## config.mk

```make
export PLATFORM = sky130hd
export DESIGN_NAME = decode_stage_flat
export DESIGN_NICKNAME = d
export VERILOG_FILES = /design/src/rtl/decode_stage_if.sv /design/src/rtl/decode_stage.sv /design/src/flat_wrapper.sv
export SDC_FILE = /design/constraint.sdc
export NUM_CORES = 1
export LEC_CHECK = 0
export BUFFER_PORTS_ARGS = -buffer_cell sky130_fd_sc_hd__buf_4
export CAP_MARGIN = 25
export CORE_AREA = 2 2 196 198
export CTS_BUF_LIST = sky130_fd_sc_hd__clkbuf_8
export DETAILED_ROUTE_END_ITERATION = 10
export DIE_AREA = 0 0 198 200
export HOLD_SLACK_MARGIN = 0.06
export PLACE_DENSITY_LB_ADDON = 0.08
export SETUP_SLACK_MARGIN = 0.3
export SYNTH_ARGS = -nofsm -noshare
export SYNTH_HDL_FRONTEND = slang
export SYNTH_SLANG_ARGS = --single-unit
```

## constraint.sdc

```tcl
create_clock -name clk -period 1.7 [get_ports clk]
set_input_delay 0.085 -clock clk [delete_from_list [all_inputs] [get_ports clk]]
set_output_delay 0.085 -clock clk [all_outputs]
set_load 0.01 [all_outputs]
```

## src/rtl/decode_stage_if.sv

```systemverilog
// Decode-stage bundle: fetch inputs, hazard controls, register-file
// read/writeback ports, IF/ID visibility and ID/EX outputs.
interface decode_stage_if #(
  parameter int word_size     = 32,
  parameter int address_width = 5
);
  logic [word_size-1:0]     instr_f;
  logic [word_size-1:0]     pc_f;
  logic [word_size-1:0]     pcplus4_f;
  logic                     valid_f;

  logic                     stall_d;
  logic                     flush_d;
  logic                     flush_e;

  logic [address_width-1:0] rs1_d;
  logic [address_width-1:0] rs2_d;
  logic [word_size-1:0]     rd_data1;
  logic [word_size-1:0]     rd_data2;

  logic                     we_w;
  logic [address_width-1:0] rd_w;
  logic [word_size-1:0]     result_w;

  logic [word_size-1:0]     instr_d;
  logic [word_size-1:0]     pc_d;
  logic [word_size-1:0]     pcplus4_d;
  logic                     valid_d;

  logic [word_size-1:0]     rd1_e;
  logic [word_size-1:0]     rd2_e;
  logic [word_size-1:0]     imm_e;
  logic [word_size-1:0]     pc_e;
  logic [word_size-1:0]     pcplus4_e;
  logic [address_width-1:0] rs1_e;
  logic [address_width-1:0] rs2_e;
  logic [address_width-1:0] rd_e;
  logic [6:0]               opcode_e;
  logic [2:0]               funct3_e;
  logic                     funct7b5_e;
  logic                     valid_e;

  modport master (
    output instr_f,
    output pc_f,
    output pcplus4_f,
    output valid_f,
    output stall_d,
    output flush_d,
    output flush_e,
    input  rs1_d,
    input  rs2_d,
    output rd_data1,
    output rd_data2,
    output we_w,
    output rd_w,
    output result_w,
    input  instr_d,
    input  pc_d,
    input  pcplus4_d,
    input  valid_d,
    input  rd1_e,
    input  rd2_e,
    input  imm_e,
    input  pc_e,
    input  pcplus4_e,
    input  rs1_e,
    input  rs2_e,
    input  rd_e,
    input  opcode_e,
    input  funct3_e,
    input  funct7b5_e,
    input  valid_e
  );

  modport slave (
    input  instr_f,
    input  pc_f,
    input  pcplus4_f,
    input  valid_f,
    input  stall_d,
    input  flush_d,
    input  flush_e,
    output rs1_d,
    output rs2_d,
    input  rd_data1,
    input  rd_data2,
    input  we_w,
    input  rd_w,
    input  result_w,
    output instr_d,
    output pc_d,
    output pcplus4_d,
    output valid_d,
    output rd1_e,
    output rd2_e,
    output imm_e,
    output pc_e,
    output pcplus4_e,
    output rs1_e,
    output rs2_e,
    output rd_e,
    output opcode_e,
    output funct3_e,
    output funct7b5_e,
    output valid_e
  );
endinterface

```

## src/rtl/decode_stage.sv

```systemverilog
// RV32 decode stage: IF/ID register, writeback bypass, immediate
// generation and ID/EX register.
module decode_stage #(
  parameter int word_size     = 32,
  parameter int address_width = 5
) (
  input  logic         clk,
  input  logic         reset,
  decode_stage_if.slave bus
);
  localparam logic [word_size-1:0] NOP = word_size'(32'h0000_0013);

  logic [word_size-1:0]     r_instr_d;
  logic [word_size-1:0]     r_pc_d;
  logic [word_size-1:0]     r_pcplus4_d;
  logic                     r_valid_d;

  logic [word_size-1:0]     r_rd1_e;
  logic [word_size-1:0]     r_rd2_e;
  logic [word_size-1:0]     r_imm_e;
  logic [word_size-1:0]     r_pc_e;
  logic [word_size-1:0]     r_pcplus4_e;
  logic [address_width-1:0] r_rs1_e;
  logic [address_width-1:0] r_rs2_e;
  logic [address_width-1:0] r_rd_e;
  logic [6:0]               r_opcode_e;
  logic [2:0]               r_funct3_e;
  logic                     r_funct7b5_e;
  logic                     r_valid_e;

  logic [address_width-1:0] w_rs1;
  logic [address_width-1:0] w_rs2;
  logic [address_width-1:0] w_rd;
  logic [6:0]               w_opcode;
  logic [2:0]               w_funct3;
  logic                     w_funct7b5;
  logic [word_size-1:0]     w_op1;
  logic [word_size-1:0]     w_op2;
  logic [word_size-1:0]     w_imm;
  logic                     w_is_i;
  logic                     w_is_s;
  logic                     w_is_b;
  logic                     w_is_u;
  logic                     w_is_j;

  always_ff @(posedge clk) begin
    if (reset) begin
      r_instr_d   <= NOP;
      r_pc_d      <= '0;
      r_pcplus4_d <= '0;
      r_valid_d   <= 1'b0;
    end else if (bus.flush_d) begin
      r_instr_d   <= NOP;
      r_pc_d      <= '0;
      r_pcplus4_d <= '0;
      r_valid_d   <= 1'b0;
    end else if (!bus.stall_d) begin
      r_instr_d   <= bus.instr_f;
      r_pc_d      <= bus.pc_f;
      r_pcplus4_d <= bus.pcplus4_f;
      r_valid_d   <= bus.valid_f;
    end
  end

  assign w_rs1      = address_width'(r_instr_d[19:15]);
  assign w_rs2      = address_width'(r_instr_d[24:20]);
  assign w_rd       = address_width'(r_instr_d[11:7]);
  assign w_opcode   = r_instr_d[6:0];
  assign w_funct3   = r_instr_d[14:12];
  assign w_funct7b5 = r_instr_d[30];

  // x0 reads as zero even if writeback targets it or the file returns junk
  always_comb begin
    w_op1 = bus.rd_data1;
    if (w_rs1 == '0) begin
      w_op1 = '0;
    end else if (bus.we_w && (bus.rd_w == w_rs1)) begin
      w_op1 = bus.result_w;
    end
  end

  always_comb begin
    w_op2 = bus.rd_data2;
    if (w_rs2 == '0) begin
      w_op2 = '0;
    end else if (bus.we_w && (bus.rd_w == w_rs2)) begin
      w_op2 = bus.result_w;
    end
  end

  assign w_is_i = (w_opcode == 7'b0000011) ||
                  (w_opcode == 7'b0010011) ||
                  (w_opcode == 7'b1100111);
  assign w_is_s = (w_opcode == 7'b0100011);
  assign w_is_b = (w_opcode == 7'b1100011);
  assign w_is_u = (w_opcode == 7'b0110111) ||
                  (w_opcode == 7'b0010111);
  assign w_is_j = (w_opcode == 7'b1101111);

  always_comb begin
    w_imm = '0;
    unique case (1'b1)
      w_is_i: w_imm = word_size'($signed(
                r_instr_d[31:20]));
      w_is_s: w_imm = word_size'($signed({
                r_instr_d[31:25],
                r_instr_d[11:7]}));
      w_is_b: w_imm = word_size'($signed({
                r_instr_d[31],
                r_instr_d[7],
                r_instr_d[30:25],
                r_instr_d[11:8],
                1'b0}));
      w_is_u: w_imm = word_size'($signed({
                r_instr_d[31:12],
                12'b0}));
      w_is_j: w_imm = word_size'($signed({
                r_instr_d[31],
                r_instr_d[19:12],
                r_instr_d[20],
                r_instr_d[30:21],
                1'b0}));
      default: w_imm = '0;
    endcase
  end

  // stall_d never gates this register; the hazard unit pairs it with flush_e
  always_ff @(posedge clk) begin
    if (reset || bus.flush_e) begin
      r_rd1_e      <= '0;
      r_rd2_e      <= '0;
      r_imm_e      <= '0;
      r_pc_e       <= '0;
      r_pcplus4_e  <= '0;
      r_rs1_e      <= '0;
      r_rs2_e      <= '0;
      r_rd_e       <= '0;
      r_opcode_e   <= '0;
      r_funct3_e   <= '0;
      r_funct7b5_e <= 1'b0;
      r_valid_e    <= 1'b0;
    end else begin
      r_rd1_e      <= w_op1;
      r_rd2_e      <= w_op2;
      r_imm_e      <= w_imm;
      r_pc_e       <= r_pc_d;
      r_pcplus4_e  <= r_pcplus4_d;
      r_rs1_e      <= w_rs1;
      r_rs2_e      <= w_rs2;
      r_rd_e       <= w_rd;
      r_opcode_e   <= w_opcode;
      r_funct3_e   <= w_funct3;
      r_funct7b5_e <= w_funct7b5;
      r_valid_e    <= r_valid_d;
    end
  end

  assign bus.rs1_d      = w_rs1;
  assign bus.rs2_d      = w_rs2;
  assign bus.instr_d    = r_instr_d;
  assign bus.pc_d       = r_pc_d;
  assign bus.pcplus4_d  = r_pcplus4_d;
  assign bus.valid_d    = r_valid_d;
  assign bus.rd1_e      = r_rd1_e;
  assign bus.rd2_e      = r_rd2_e;
  assign bus.imm_e      = r_imm_e;
  assign bus.pc_e       = r_pc_e;
  assign bus.pcplus4_e  = r_pcplus4_e;
  assign bus.rs1_e      = r_rs1_e;
  assign bus.rs2_e      = r_rs2_e;
  assign bus.rd_e       = r_rd_e;
  assign bus.opcode_e   = r_opcode_e;
  assign bus.funct3_e   = r_funct3_e;
  assign bus.funct7b5_e = r_funct7b5_e;
  assign bus.valid_e    = r_valid_e;
endmodule

```

## src/flat_wrapper.sv

```systemverilog
// flat-port wrapper written by rule: the top's interface ports become plain ports
module decode_stage_flat 
#(
  parameter int word_size     = 32,
  parameter int address_width = 5
)
  (clk, reset, bus_instr_f, bus_pc_f, bus_pcplus4_f, bus_valid_f, bus_stall_d, bus_flush_d, bus_flush_e, bus_rs1_d, bus_rs2_d, bus_rd_data1, bus_rd_data2, bus_we_w, bus_rd_w, bus_result_w, bus_instr_d, bus_pc_d, bus_pcplus4_d, bus_valid_d, bus_rd1_e, bus_rd2_e, bus_imm_e, bus_pc_e, bus_pcplus4_e, bus_rs1_e, bus_rs2_e, bus_rd_e, bus_opcode_e, bus_funct3_e, bus_funct7b5_e, bus_valid_e);
  decode_stage_if #(.word_size(word_size), .address_width(address_width)) bus_i ();
  input  logic clk;
  input  logic reset;
  input wire logic [$bits(bus_i.instr_f)-1:0] bus_instr_f;
  input wire logic [$bits(bus_i.pc_f)-1:0] bus_pc_f;
  input wire logic [$bits(bus_i.pcplus4_f)-1:0] bus_pcplus4_f;
  input wire logic [$bits(bus_i.valid_f)-1:0] bus_valid_f;
  input wire logic [$bits(bus_i.stall_d)-1:0] bus_stall_d;
  input wire logic [$bits(bus_i.flush_d)-1:0] bus_flush_d;
  input wire logic [$bits(bus_i.flush_e)-1:0] bus_flush_e;
  output wire logic [$bits(bus_i.rs1_d)-1:0] bus_rs1_d;
  output wire logic [$bits(bus_i.rs2_d)-1:0] bus_rs2_d;
  input wire logic [$bits(bus_i.rd_data1)-1:0] bus_rd_data1;
  input wire logic [$bits(bus_i.rd_data2)-1:0] bus_rd_data2;
  input wire logic [$bits(bus_i.we_w)-1:0] bus_we_w;
  input wire logic [$bits(bus_i.rd_w)-1:0] bus_rd_w;
  input wire logic [$bits(bus_i.result_w)-1:0] bus_result_w;
  output wire logic [$bits(bus_i.instr_d)-1:0] bus_instr_d;
  output wire logic [$bits(bus_i.pc_d)-1:0] bus_pc_d;
  output wire logic [$bits(bus_i.pcplus4_d)-1:0] bus_pcplus4_d;
  output wire logic [$bits(bus_i.valid_d)-1:0] bus_valid_d;
  output wire logic [$bits(bus_i.rd1_e)-1:0] bus_rd1_e;
  output wire logic [$bits(bus_i.rd2_e)-1:0] bus_rd2_e;
  output wire logic [$bits(bus_i.imm_e)-1:0] bus_imm_e;
  output wire logic [$bits(bus_i.pc_e)-1:0] bus_pc_e;
  output wire logic [$bits(bus_i.pcplus4_e)-1:0] bus_pcplus4_e;
  output wire logic [$bits(bus_i.rs1_e)-1:0] bus_rs1_e;
  output wire logic [$bits(bus_i.rs2_e)-1:0] bus_rs2_e;
  output wire logic [$bits(bus_i.rd_e)-1:0] bus_rd_e;
  output wire logic [$bits(bus_i.opcode_e)-1:0] bus_opcode_e;
  output wire logic [$bits(bus_i.funct3_e)-1:0] bus_funct3_e;
  output wire logic [$bits(bus_i.funct7b5_e)-1:0] bus_funct7b5_e;
  output wire logic [$bits(bus_i.valid_e)-1:0] bus_valid_e;
  assign bus_i.instr_f = bus_instr_f;
  assign bus_i.pc_f = bus_pc_f;
  assign bus_i.pcplus4_f = bus_pcplus4_f;
  assign bus_i.valid_f = bus_valid_f;
  assign bus_i.stall_d = bus_stall_d;
  assign bus_i.flush_d = bus_flush_d;
  assign bus_i.flush_e = bus_flush_e;
  assign bus_rs1_d = bus_i.rs1_d;
  assign bus_rs2_d = bus_i.rs2_d;
  assign bus_i.rd_data1 = bus_rd_data1;
  assign bus_i.rd_data2 = bus_rd_data2;
  assign bus_i.we_w = bus_we_w;
  assign bus_i.rd_w = bus_rd_w;
  assign bus_i.result_w = bus_result_w;
  assign bus_instr_d = bus_i.instr_d;
  assign bus_pc_d = bus_i.pc_d;
  assign bus_pcplus4_d = bus_i.pcplus4_d;
  assign bus_valid_d = bus_i.valid_d;
  assign bus_rd1_e = bus_i.rd1_e;
  assign bus_rd2_e = bus_i.rd2_e;
  assign bus_imm_e = bus_i.imm_e;
  assign bus_pc_e = bus_i.pc_e;
  assign bus_pcplus4_e = bus_i.pcplus4_e;
  assign bus_rs1_e = bus_i.rs1_e;
  assign bus_rs2_e = bus_i.rs2_e;
  assign bus_rd_e = bus_i.rd_e;
  assign bus_opcode_e = bus_i.opcode_e;
  assign bus_funct3_e = bus_i.funct3_e;
  assign bus_funct7b5_e = bus_i.funct7b5_e;
  assign bus_valid_e = bus_i.valid_e;
  decode_stage #(.word_size(word_size), .address_width(address_width)) u_core (.clk(clk), .reset(reset), .bus(bus_i));
endmodule
```

==> results.md, run 1 <==
- Hold EP: u_core.bus.instr_d[1]
- Synth Register Bits: 284
- Worst hold path type: in2reg
- R2r setup slk: 0.17 ns
- Initial core utilization: 25.8%
- DRC violations left: 0
- Fin Hold WS: 0.115 ns
- FILL cells: 3513
- Setup Viol. Count Final: 0
- Crit path capture type: flop
- Yosys top cell by area: dfxtp_1
- Fin Setup TNS: 0 ns
- Final net count: 1933
- DRT antenna net count: 0
- First drt pass iteration count: 5
- Sw frac: 25.2%
- Final worst-path cycle share: 89.7%
- Layout Utilization: 49.0%
- Syn_area_per_cell: 10.0 um^2
- Area contributors post-synth: dfxtp_1 59%, mux2i_1 10%, and2_1 6.4%
- Flop pwr share: 44.9%
- I/O Buffers: 497
- CP Cell Sequence: or2_4 > a2111oi_4 > o21ai_4 > buf_8 > a211oi_2
- Clock Latency Late Sink: 0.63 ns
- Syn. warnings: 0
- Max Freq: 656 MHz
- Layout cell share with drive strength beyond 1: 42.1%
- Slew Limit Fails: 0
- Gpl congestion: 0.789
- CP required: 2.23 ns
- Clk pwr share: 41.5%
- Worst-Margin Slew: 0.476 ns
- Gr usage total: 20.0%
- Mapped cell area: 9660 um^2
- CTS Buffer Depth: 3
- Clock Sinks: 284
- Area Overhead vs Synth: 89.7%
- Synth Instances: 962
- Vias per cell: 4.31
- H-Tree Depth: 2
- Initial DRC count: 263
- Main synth FF type: dfxtp_1
- Multi-input logic area: 3960 um^2
- HPWL Detailed: 27900 um
- CP top delay family: compound AO/OA/AOI/OAI gates
- Slowest stage cell, crit path: a2111oi_4
- FF/Latch Area: 5730 um^2
- Total gr overflow: 0
- LEAKAGE: 8.37 nW
- Final Skew: 0.0311 ns
- Initial antenna violation count: 3
- Worst vdd ir: 0.000578 V
- R2R Path End: u_core.bus.imm_e[11]
- Largest net degree at the start of global routing: 68
- Via count: 9824
- NetSw: 3.86 mW
- Hold Path Stages: 4
- Buf+Inv Stages, Crit Path: 1
- Row cnt: 71
- RSZ-0062 raised after global routing: true
- Unique masters post-synth: 39
- Arr. time, crit path: 2.05 ns
- Share of the yosys chip area belonging to registers: 58.8%
- Pint: 11.5 mW
- Syn nets: 1166
- Startpoint types: flop
- DP Area: 14200 um^2
- R2R depth: 5
- CP max FO: 10
- EDFF count, synth: 0
- Number of global-route vias before repair: 9977
- Slew Limit Headroom: 68.3%
- Count of final hold-check violations: 0
- Max incr delay on CP: 0.37 ns
- CTS Buf Count: 52
- Status: complete, no violations
- Hold Crit Start: bus_stall_d
- Die Y-Extent: 200 um
- Io pins: 498
- Total power: 15.4 mW
- Clock tree root driver cell: clkbuf_8
- Die area: 39600 um^2
- Number of max-cap violations: 0
- Ys async rst share: 0%
- Reg2Reg Launch Point: u_core.bus.instr_d[5]
- Core area: 37400 um^2
- Fin area: 18300 um^2
- CTS tree: built
- Crit Path Category: reg2reg
- Logic pwr share: 13.6%
- Chip width: 198 um
- Tmin final: 1.53 ns
- Post-synth top area share: 58.8%
- Power density over cell area: 838 nW/um^2
- First-pass GRT wire length: 59600 um
- Routed len/inst: 18.3 um
- Total Wirelength: 41700 um
- Clk slew on worst S/H paths: 0.06 ns
## worst max-delay path by stage
stage,from,end,slack (ns),cells after the start
2_1_floorplan,u_core.bus.instr_d[21],u_core.bus.rd2_e[10],0.28,5
3_3_place_gp,u_core.bus.instr_d[5],u_core.bus.imm_e[30],0.05,4
3_5_place_dp,u_core.bus.instr_d[5],u_core.bus.imm_e[23],0.02,4
4_1_cts,u_core.bus.instr_d[20],u_core.bus.rd2_e[9],0.18,6
5_1_grt,u_core.bus.instr_d[5],u_core.bus.imm_e[11],0.12,5
6_report,u_core.bus.instr_d[5],u_core.bus.imm_e[11],0.17,5
## routing by layer
layer | vias to the layer above | track usage, % | part of all wire, %
met5 | - | 0 | 0
met4 | 0 | 9.89 | 4.1
met3 | 92 | 6.97 | 9.1
met2 | 424 | 35.4 | 50
met1 | 4537 | 21.2 | 37
li1 | 4771 | - | -
## placed cells by master, fill, tap and decap left out, types with 13 or more instances in the layout
cell           synthesis  final
nand4_1               64     64
buf_6                  0     25
o21ai_1               63     23
nor2_1               106    104
buf_12                 0     16
nand2_1               90     87
clkbuf_8               0     63
inv_1                  2     25
mux2i_1               97     97
buf_4                 16    521
and2_1                99     97
o21ai_2                1     41
dlygate4sd3_1          0    220
a21oi_1               22     13
dfxtp_1              284    267
## registers in the layout, indices dropped and copies added, names as in the netlist, 7 cells and up
register              cells
u_core.bus.pc_d          32
u_core.bus.opcode_e       7
u_core.bus.imm_e         32
u_core.bus.pcplus4_e     32
u_core.bus.pcplus4_d     32
u_core.bus.pc_e          32
u_core.bus.rd2_e         32
u_core.bus.instr_d       32
u_core.bus.rd1_e         32
## synthesized netlist by cell type, types with 2 or more instances
| cell type | number |
|---|---|
| a21oi_1 | 22 |
| a21oi_2 | 3 |
| a22oi_1 | 4 |
| and2_1 | 99 |
| buf_1 | 6 |
| buf_2 | 21 |
| buf_4 | 16 |
| clkbuf_1 | 40 |
| dfxtp_1 | 284 |
| inv_1 | 2 |
| mux2i_1 | 97 |
| nand2_1 | 90 |
| nand3_1 | 2 |
| nand3b_1 | 2 |
| nand4_1 | 64 |
| nand4b_1 | 3 |
| nor2_1 | 106 |
| nor3_1 | 5 |
| nor4_4 | 2 |
| o21ai_0 | 3 |
| o21ai_1 | 63 |
| or2_1 | 2 |
| or2_2 | 2 |
| xnor2_1 | 2 |
| xor2_1 | 8 |
## worst min-delay path, cell delays in order
cell and delay [ns]:
buf_6 0.21, buf_12 0.21, mux2i_1 0.12, nand2_1 0.07
## timing repair
item | CTS | global route
hold endpoints to repair | 252 | 2
endpoints found under the setup margin | 111 | 106
gates cloned | 9 | 4
hold buffers | 223 | 1
gates resized for setup | 67 | 61
pin swaps | 55 | 41
setup buffers | 18 | 4
## kinds of logic (layout without fill, tap and decap cells)
| kind of cell | after synthesis | after routing | synth area share, % |
|---|---|---|---|
| flops | 284 | 284 | 58.8 |
| simple gates | 384 | 387 | 20.2 |
| xor+xnor | 10 | 10 | 0.906 |
| buf+inv | 85 | 887 | 4.19 |
| other cells | 0 | 3 | 0 |
| compound gates | 102 | 102 | 5.85 |
| mux | 97 | 97 | 10.0 |
## power groups by stage
stage | sequential (mW) | clock [mW] | combinational, mW
2_1_floorplan | 7.11 | 0 | 0.526
3_5_place_dp | 7.05 | 0 | 1.49
3_3_place_gp | 7.05 | 0 | 1.49
5_1_grt | 6.92 | 6.90 | 2.24
6_report | 6.90 | 6.37 | 2.09
4_1_cts | 6.90 | 6.63 | 2.05
## final cells by class
cell class	count	area share [%]
clock inverter	29	0.806
inverter	2	0.0410
timing repair buffer	793	38.1
tap	511	3.49
sequential	284	31.3
clock buffer	63	4.73
multi-input combinational	596	21.6
antenna	3	0.0410
## per-stage QoR
step                instances  setup slack (ns)
floorplan                 962             0.281
global placement         1931            0.0465
detailed placement       1931            0.0165
CTS                      2273             0.182
global route             2281             0.120
finish                   2281             0.175
(Power assumes the default switching activity.)
==> run 2: changes to the inputs <==
--- a/config.mk
+++ b/config.mk
@@ -12,7 +12,6 @@
 export DETAILED_ROUTE_END_ITERATION = 10
 export DIE_AREA = 0 0 198 200
 export HOLD_SLACK_MARGIN = 0.06
-export PLACE_DENSITY_LB_ADDON = 0.08
 export SETUP_SLACK_MARGIN = 0.3
 export SYNTH_ARGS = -nofsm -noshare
 export SYNTH_HDL_FRONTEND = slang
==> run 2 against run 1 <==
Net effect: critical path type unchanged; sequential power about the same; sequential cell count unchanged; first-iteration DRC count up 17%.
==> results.md, run 2 (same netlist as run 1, synthesis figures left out) <==
- Status: complete, no violations
- Crit Path Category: reg2reg
- Clock tree root driver cell: clkbuf_8
- Worst-Margin Slew: 0.433 ns (-0.0431 ns)
- Row cnt: 71 (unchanged)
- Slew Limit Fails: 0 (unchanged)
- Largest net degree at the start of global routing: 78 (+15%)
- Layout Utilization: 50.3% (+1.2 points)
- Worst hold path type: in2reg
- RSZ-0062 raised after global routing: true
- Initial DRC count: 307 (+17%)
- Power density over cell area: 838 nW/um^2 (about the same)
- Final Skew: 0.0444 ns (+0.0132 ns)
- Pre-CTS worst setup slack: -0.104 ns (-0.120 ns)
- Number of global-route vias before repair: 10.7k (+7.3%)
- Layout cell share with drive strength beyond 1: 42.2% (+0.087 points)
- Final Non-Filler Cells: 2318 (+1.6%)
- Arr. time, crit path: 2.06 ns (about the same)
- Setup Viol. Count Final: 0 (unchanged)
- Fin Setup TNS: 0 ns (unchanged)
- LEAKAGE: 8.52 nW (+1.8%)
- Io pins: 498 (unchanged)
- Final setup margin: 0.167 ns (-0.00804 ns)
- First drt pass iteration count: 5 (unchanged)
- Chip width: 198 um (unchanged)
- Number of max-cap violations: 0 (unchanged)
- Clock Latency Late Sink: 0.63 ns (about the same)
- CTS tree: built
- DRC violations left: 0 (unchanged)
- Commonest cells after routing, fill and taps aside: 521 x buf_4, 265 x dfxtp_1, 254 x dlygate4sd3_1
- Max Freq: 652 MHz (-0.52%)
- Crit path capture type: flop
- H-Tree Depth: 2 (unchanged)
- CP required: 2.22 ns (about the same)
- Slew Limit Headroom: 71.2% (+2.9 points)
- I/O Buffers: 497 (unchanged)
- CTS Buf Count: 50 (-3.8%)
- HPWL Detailed: 29300 um (+5.0%)
- Startpoint types: flop
- Total Wirelength: 45000 um (+7.7%)
- Clock Sinks: 284 (unchanged)
- Tmin final: 1.53 ns (+0.00805 ns)
- Worst vdd ir: 0.000586 V (+1.4%)
- Count of final hold-check violations: 0 (unchanged)
- Die Y-Extent: 200 um (unchanged)
- Placed insts: 1936 (+0.26%)
- Initial core utilization: 25.8% (unchanged)
- Area Overhead vs Synth: 94.5%
- CP max FO: 12 (+2)
- Total gr overflow: 0 (unchanged)
- Initial antenna violation count: 1 (-2)
- Clk slew on worst S/H paths: 0.06 ns (about the same)
- DRT antenna net count: 0 (unchanged)
- Die area: 39600 um^2 (unchanged)
- Routed len/inst: 19.4 um (+6.0%)
- Gr usage total: 21.3% (+1.3 points)
- Commonest non-fill, non-tap cell in the layout: buf_4
- Gpl congestion: 0.870 (+10%)
- First-pass GRT wire length: 63300 um (+6.2%)
- CTS Buffer Depth: 3 (unchanged)
- Final net count: 1973 (+2.1%)
- Core area: 37400 um^2 (unchanged)
- Via count: 10.4k (+5.4%)
- Final worst-path cycle share: 90.2% (+0.47 points)
- Total power: 15.8 mW (+2.6%)
- Vias per cell: 4.47 (+3.7%)
run 2: cell types whose count changed in the layout (fill, tap and decap cells not counted), sizes merged:
cell         before  now
dlygate4sd3     220  254
clkbuf           66   72
inv              26   20
and2            103  106
buf             570  573
diode             3    1
clkinvlp          1    0
run 2: critical path, stage by stage, from the launching register on:
cell and delay, ns:
dfxtp_4 0.36, or2_4 0.26, a2111oi_4 0.37, o21ai_4 0.16, buf_12 0.18, a21oi_1 0.11
run 2: area by class of cell:
cell class | instances | area, um^2
fillers | 3235 | 18600
repair buffers | 832 | 7320
flip-flops and latches | 284 | 5730
multi-input cells | 599 | 4040
clock buffers | 67 | 922
well taps | 511 | 639
clock inverters | 22 | 135
inverters | 2 | 7.51
diodes | 1 | 2.50
run 2: per-stage QoR:
stage	hold WS [ns]	area (um^2)
3_5_place_dp	0.307	14200
6_report	0.0708	18800
4_1_cts	0.0662	18300
2_1_floorplan	0.194	9730
5_1_grt	0.105	18800
3_3_place_gp	0.304	14200
run 2: final timing paths:
check	slack (ns)	cells past startpoint	start	to
worst min register to register	0.49	1	u_core.bus.pc_d[5]	u_core.bus.pc_e[5]
worst max-delay path	0.17	5	u_core.bus.instr_d[2]	u_core.bus.imm_e[15]
worst min-delay path	0.07	3	reset	u_core.bus.rd_e[0]
worst max register to register	0.17	5	u_core.bus.instr_d[2]	u_core.bus.imm_e[15]
run 2: timing repair:
action	4_1_cts	5_1_grt
hold endpoints to repair	249	1
setup buffers	17	8
resized for setup	71	88
endpoints found under the setup margin	118	104
hold buffers	254	1
gates cloned	7	6
pin swaps	26	39
run 2: power by group:
part           leakage [nW]  switching, mW  internal, mW
Clock                 0.603           2.95          3.68
Sequential             2.31          0.106          6.81
Combinational          5.61          0.930          1.29
run 2: per-layer routing:
| layer | vias up | share of wire (%) | global-route usage, % |
|---|---|---|---|
| li1 | 4843 | - | - |
| met1 | 4841 | 34 | 20.9 |
| met2 | 540 | 52 | 40.2 |
| met3 | 132 | 8.5 | 6.30 |
| met4 | 0 | 4.9 | 11.6 |
| met5 | - | 0 | 0 |
==> run 3: changes to the inputs <==
--- a/config.mk
+++ b/config.mk
@@ -5,12 +5,13 @@
 export SDC_FILE = /design/constraint.sdc
 export NUM_CORES = 1
 export LEC_CHECK = 0
+export ABC_AREA = 1
 export BUFFER_PORTS_ARGS = -buffer_cell sky130_fd_sc_hd__buf_4
 export CAP_MARGIN = 25
-export CORE_AREA = 2 2 196 198
+export CORE_AREA = 2 2 195 197
 export CTS_BUF_LIST = sky130_fd_sc_hd__clkbuf_8
 export DETAILED_ROUTE_END_ITERATION = 10
-export DIE_AREA = 0 0 198 200
+export DIE_AREA = 0 0 197 199
 export HOLD_SLACK_MARGIN = 0.06
 export SETUP_SLACK_MARGIN = 0.3
 export SYNTH_ARGS = -nofsm -noshare
==> run 3 against run 2 <==
Net effect: sequential power grew 0.9%; sequential share of layout area shrank 1.3 points; hold slack improved by 0.035 ns; final cell count up 15%; cell area rose by 4.2%; largest cell class unchanged; synthesized cell count increased by 37%; critical path depth rose by 4; global-route usage is 1.4 points higher; power grew 2.6%; synthesized area rose by 4.9%; sequential cell count stayed put.
==> results.md, run 3 <==
- Status: complete, no violations
- Largest net degree at the start of global routing: 98 (+26%)
- Clock tree root driver cell: clkbuf_8
- Logic pwr share: 16.0% (+1.9 points)
- Total power: 16.2 mW (+2.6%)
- RSZ-0062 raised after global routing: true
- Crit path capture type: flop
- DRT antenna net count: 0 (unchanged)
- Worst-Margin Slew: 0.840 ns (+0.408 ns)
- Routed len/inst: 18.7 um (-3.9%)
- Total gr overflow: 0 (unchanged)
- Die Y-Extent: 199 um (-0.50%)
- First-pass GRT wire length: 67400 um (+6.5%)
- Area contributors post-synth: dfxtp_1 56%, inv_1 8.8%, nor2_1 8.0%
- Gpl congestion: 0.898 (+3.1%)
- Clock Sinks: 284 (unchanged)
- Area Overhead vs Synth: 93.3%
- Simple logic cell fraction of the synthesized area: 19.4% (-0.75 points)
- Commonest non-fill, non-tap cell in the layout: buf_4
- Row cnt: 71 (unchanged)
- Main synth FF type: dfxtp_1
- Reg2Reg Launch Point: u_core.bus.instr_d[20]
- Post-synth top area share: 56.1% (-2.7 points)
- Number of max-cap violations: 0 (unchanged)
- Layout cell share with drive strength beyond 1: 37.3% (-4.9 points)
- Mapped cell area: 10100 um^2 (+4.9%)
- Commonest cells after routing, fill and taps aside: 512 x buf_4, 293 x dlygate4sd3_1, 267 x dfxtp_1
- Slew Limit Headroom: 44.0% (-27 points)
- I/O Buffers: 497 (unchanged)
- Clk pwr share: 40.9% (-1.1 points)
- Fin Setup TNS: 0 ns (unchanged)
- Clock Latency Late Sink: 0.65 ns (+0.02 ns)
- Post-synthesis compound-gate area fraction: 11.5% (+5.6 points)
- Xor and xnor area share after synthesis: 0.0864% (-0.82 points)
- CP max FO: 8 (-4)
- Flop pwr share: 43.2% (-0.7 points)
- HPWL Detailed: 30200 um (+2.9%)
- Hold Crit Start: bus_stall_d
- Final Skew: 0.0499 ns (+0.00552 ns)
- Max Freq: 676 MHz (+3.6%)
- Met3 usage: 9.12% (+2.8 points)
- Number of global-route vias before repair: 11.9k (+12%)
- Final worst-path cycle share: 87.1% (-3.1 points)
- DRC violations left: 0 (unchanged)
- EDFF count, synth: 0 (unchanged)
- Count of final hold-check violations: 0 (unchanged)
- Syn nets: 1520 (+30%)
- Synth Instances: 1316 (+37%)
- Syn. warnings: 0 (unchanged)
- Yosys top cell by area: dfxtp_1
- Clk slew on worst S/H paths: 0.07 ns (about the same)
- Startpoint types: flop
- CTS Buf Count: 48 (-4.0%)
- NetSw: 4.34 mW (+9.0%)
- Final setup margin: 0.220 ns (+0.0535 ns)
- Tmin final: 1.48 ns (-0.0535 ns)
- Crit Path Category: reg2reg
- GR peak layer: met2
- Synth Register Bits: 284 (unchanged)
- Top post-synthesis cells by count: 284 x dfxtp_1, 238 x inv_1, 215 x nor2_1, 188 x nand2_1, 108 x a21oi_1
- CP required: 2.25 ns (+0.03 ns)
- CP startpoint: u_core.bus.instr_d[20]
- CTS tree: built
- Unique masters post-synth: 27 (-31%)
- Die area: 39200 um^2 (-1.0%)
- Most frequent cell after synthesis: dfxtp_1
- Syn_area_per_cell: 7.70 um^2 (-23%)
- First drt pass iteration count: 4 (-1)
- Pint: 11.8 mW (+0.36%)
- Pre-CTS worst setup slack: 0.169 ns (+0.273 ns)
- Power density over cell area: 825 nW/um^2 (-1.6%)
- Arr. time, crit path: 2.03 ns (-0.03 ns)
- Io pins: 498 (unchanged)
- Total Wirelength: 49600 um (+10%)
- Share of the yosys chip area belonging to registers: 56.1% (-2.7 points)
- Gr usage total: 22.7% (+1.4 points)
- Met1 Usage GRT: 23.7% (+2.7 points)
- Main combinational cell family by area after synthesis: simple AND/OR/NAND/NOR gates
- Global-route met2 utilization: 39.4% (-0.88 points)
- Setup Viol. Count Final: 0 (unchanged)
- Ys async rst share: 0% (unchanged)
- Core area: 37100 um^2 (-0.71%)
- Multiplexer area fraction after synthesis: 0% (-10 points)
- Worst vdd ir: 0.000820 V (+40%)
- Sw frac: 26.9% (+1.6 points)
- Initial antenna violation count: 6 (+5)
- Synthesized-area fraction occupied by adder cells: 0% (unchanged)
- CTS Buffer Depth: 3 (unchanged)
- Worst hold path type: in2reg
- H-Tree Depth: 2 (unchanged)
- Chip width: 197 um (-0.51%)
- Via count: 12.0k (+16%)
- Initial DRC count: 578 (+88%)
- Vias per cell: 4.51 (+0.94%)
- Slew Limit Fails: 0 (unchanged)
- Final net count: 2345 (+19%)
- LEAKAGE: 9.24 nW (+8.4%)
- Initial core utilization: 27.3% (+1.5 points)
==> run 3: final timing paths <==
kind	endpoint	slack, ns	cells after the start
setup reg to reg	u_core.bus.rd2_e[24]	0.22	9
hold / removal	u_core.bus.instr_d[5]	0.11	3
setup / recovery	u_core.bus.rd2_e[24]	0.22	9
hold reg to reg	u_core.bus.pc_e[21]	0.45	2
==> run 3: power by group through the flow <==
stage	sequential (mW)	clock, mW	combinational [mW]
detailed placement	7.11	0	1.69
global route	6.99	7.03	2.75
global placement	7.11	0	1.68
CTS	6.97	6.71	2.30
finish	6.97	6.60	2.58
floorplan	7.19	0	0.601
==> run 3: cells by family after synthesis <==
logic type             count (synthesis)
AO/OA/AOI/OAI                        222
XOR/XNOR                               1
buffers and inverters                324
flip-flops                           284
AND/OR/NAND/NOR                      485
==> run 3: area by class of cell <==
type | instances | area [um^2]
fillers | 3216 | 17500
repair buffers | 853 | 7520
diodes | 4 | 10.0
flip-flops and latches | 284 | 5730
well taps | 474 | 593
clock inverters | 32 | 263
clock buffers | 55 | 757
inverters | 246 | 931
multi-input cells | 708 | 3790
==> run 3: metal layers <==
| metal | up-vias | part of all wire (%) | wire length, um |
|---|---|---|---|
| met2 | 587 | 50 | 24700 |
| met1 | 5604 | 35 | 17500 |
| met5 | - | 0.026 | 13 |
| li1 | 5647 | - | - |
| met3 | 138 | 10 | 4950 |
| met4 | 2 | 4.8 | 2380 |
==> run 3: what timing repair did <==
action | CTS | global route
pin swaps | 4 | 65
endpoints found under the setup margin | 112 | 107
hold endpoints to repair | 169 | 0
cloned | 0 | 11
buffers inserted | 5 | 16
gates resized for setup | 41 | 199
hold buffers | 294 | 0
==> run 3: critical path: stages, from the launching register on <==
cell       delay (ns)
dfxtp_4          0.36
buf_6            0.13
nand2_4          0.08
nand2_4          0.05
nor2_4           0.13
nand3_4          0.17
clkbuf_16        0.24
nand2_1          0.07
nand2_1          0.05
nor2_1           0.09
==> run 3: stage by stage <==
stage               std cells  cell area (um^2)  hold slack [ns]  utilization [%]
global route             2656             19600           0.0969             52.8
CTS                      2625             18600           0.0647             50.0
detailed placement       2239             14400            0.310             38.9
floorplan                1316             10100            0.214                -
global placement         2239             14400            0.305             38.9
finish                   2656             19600            0.106             52.8
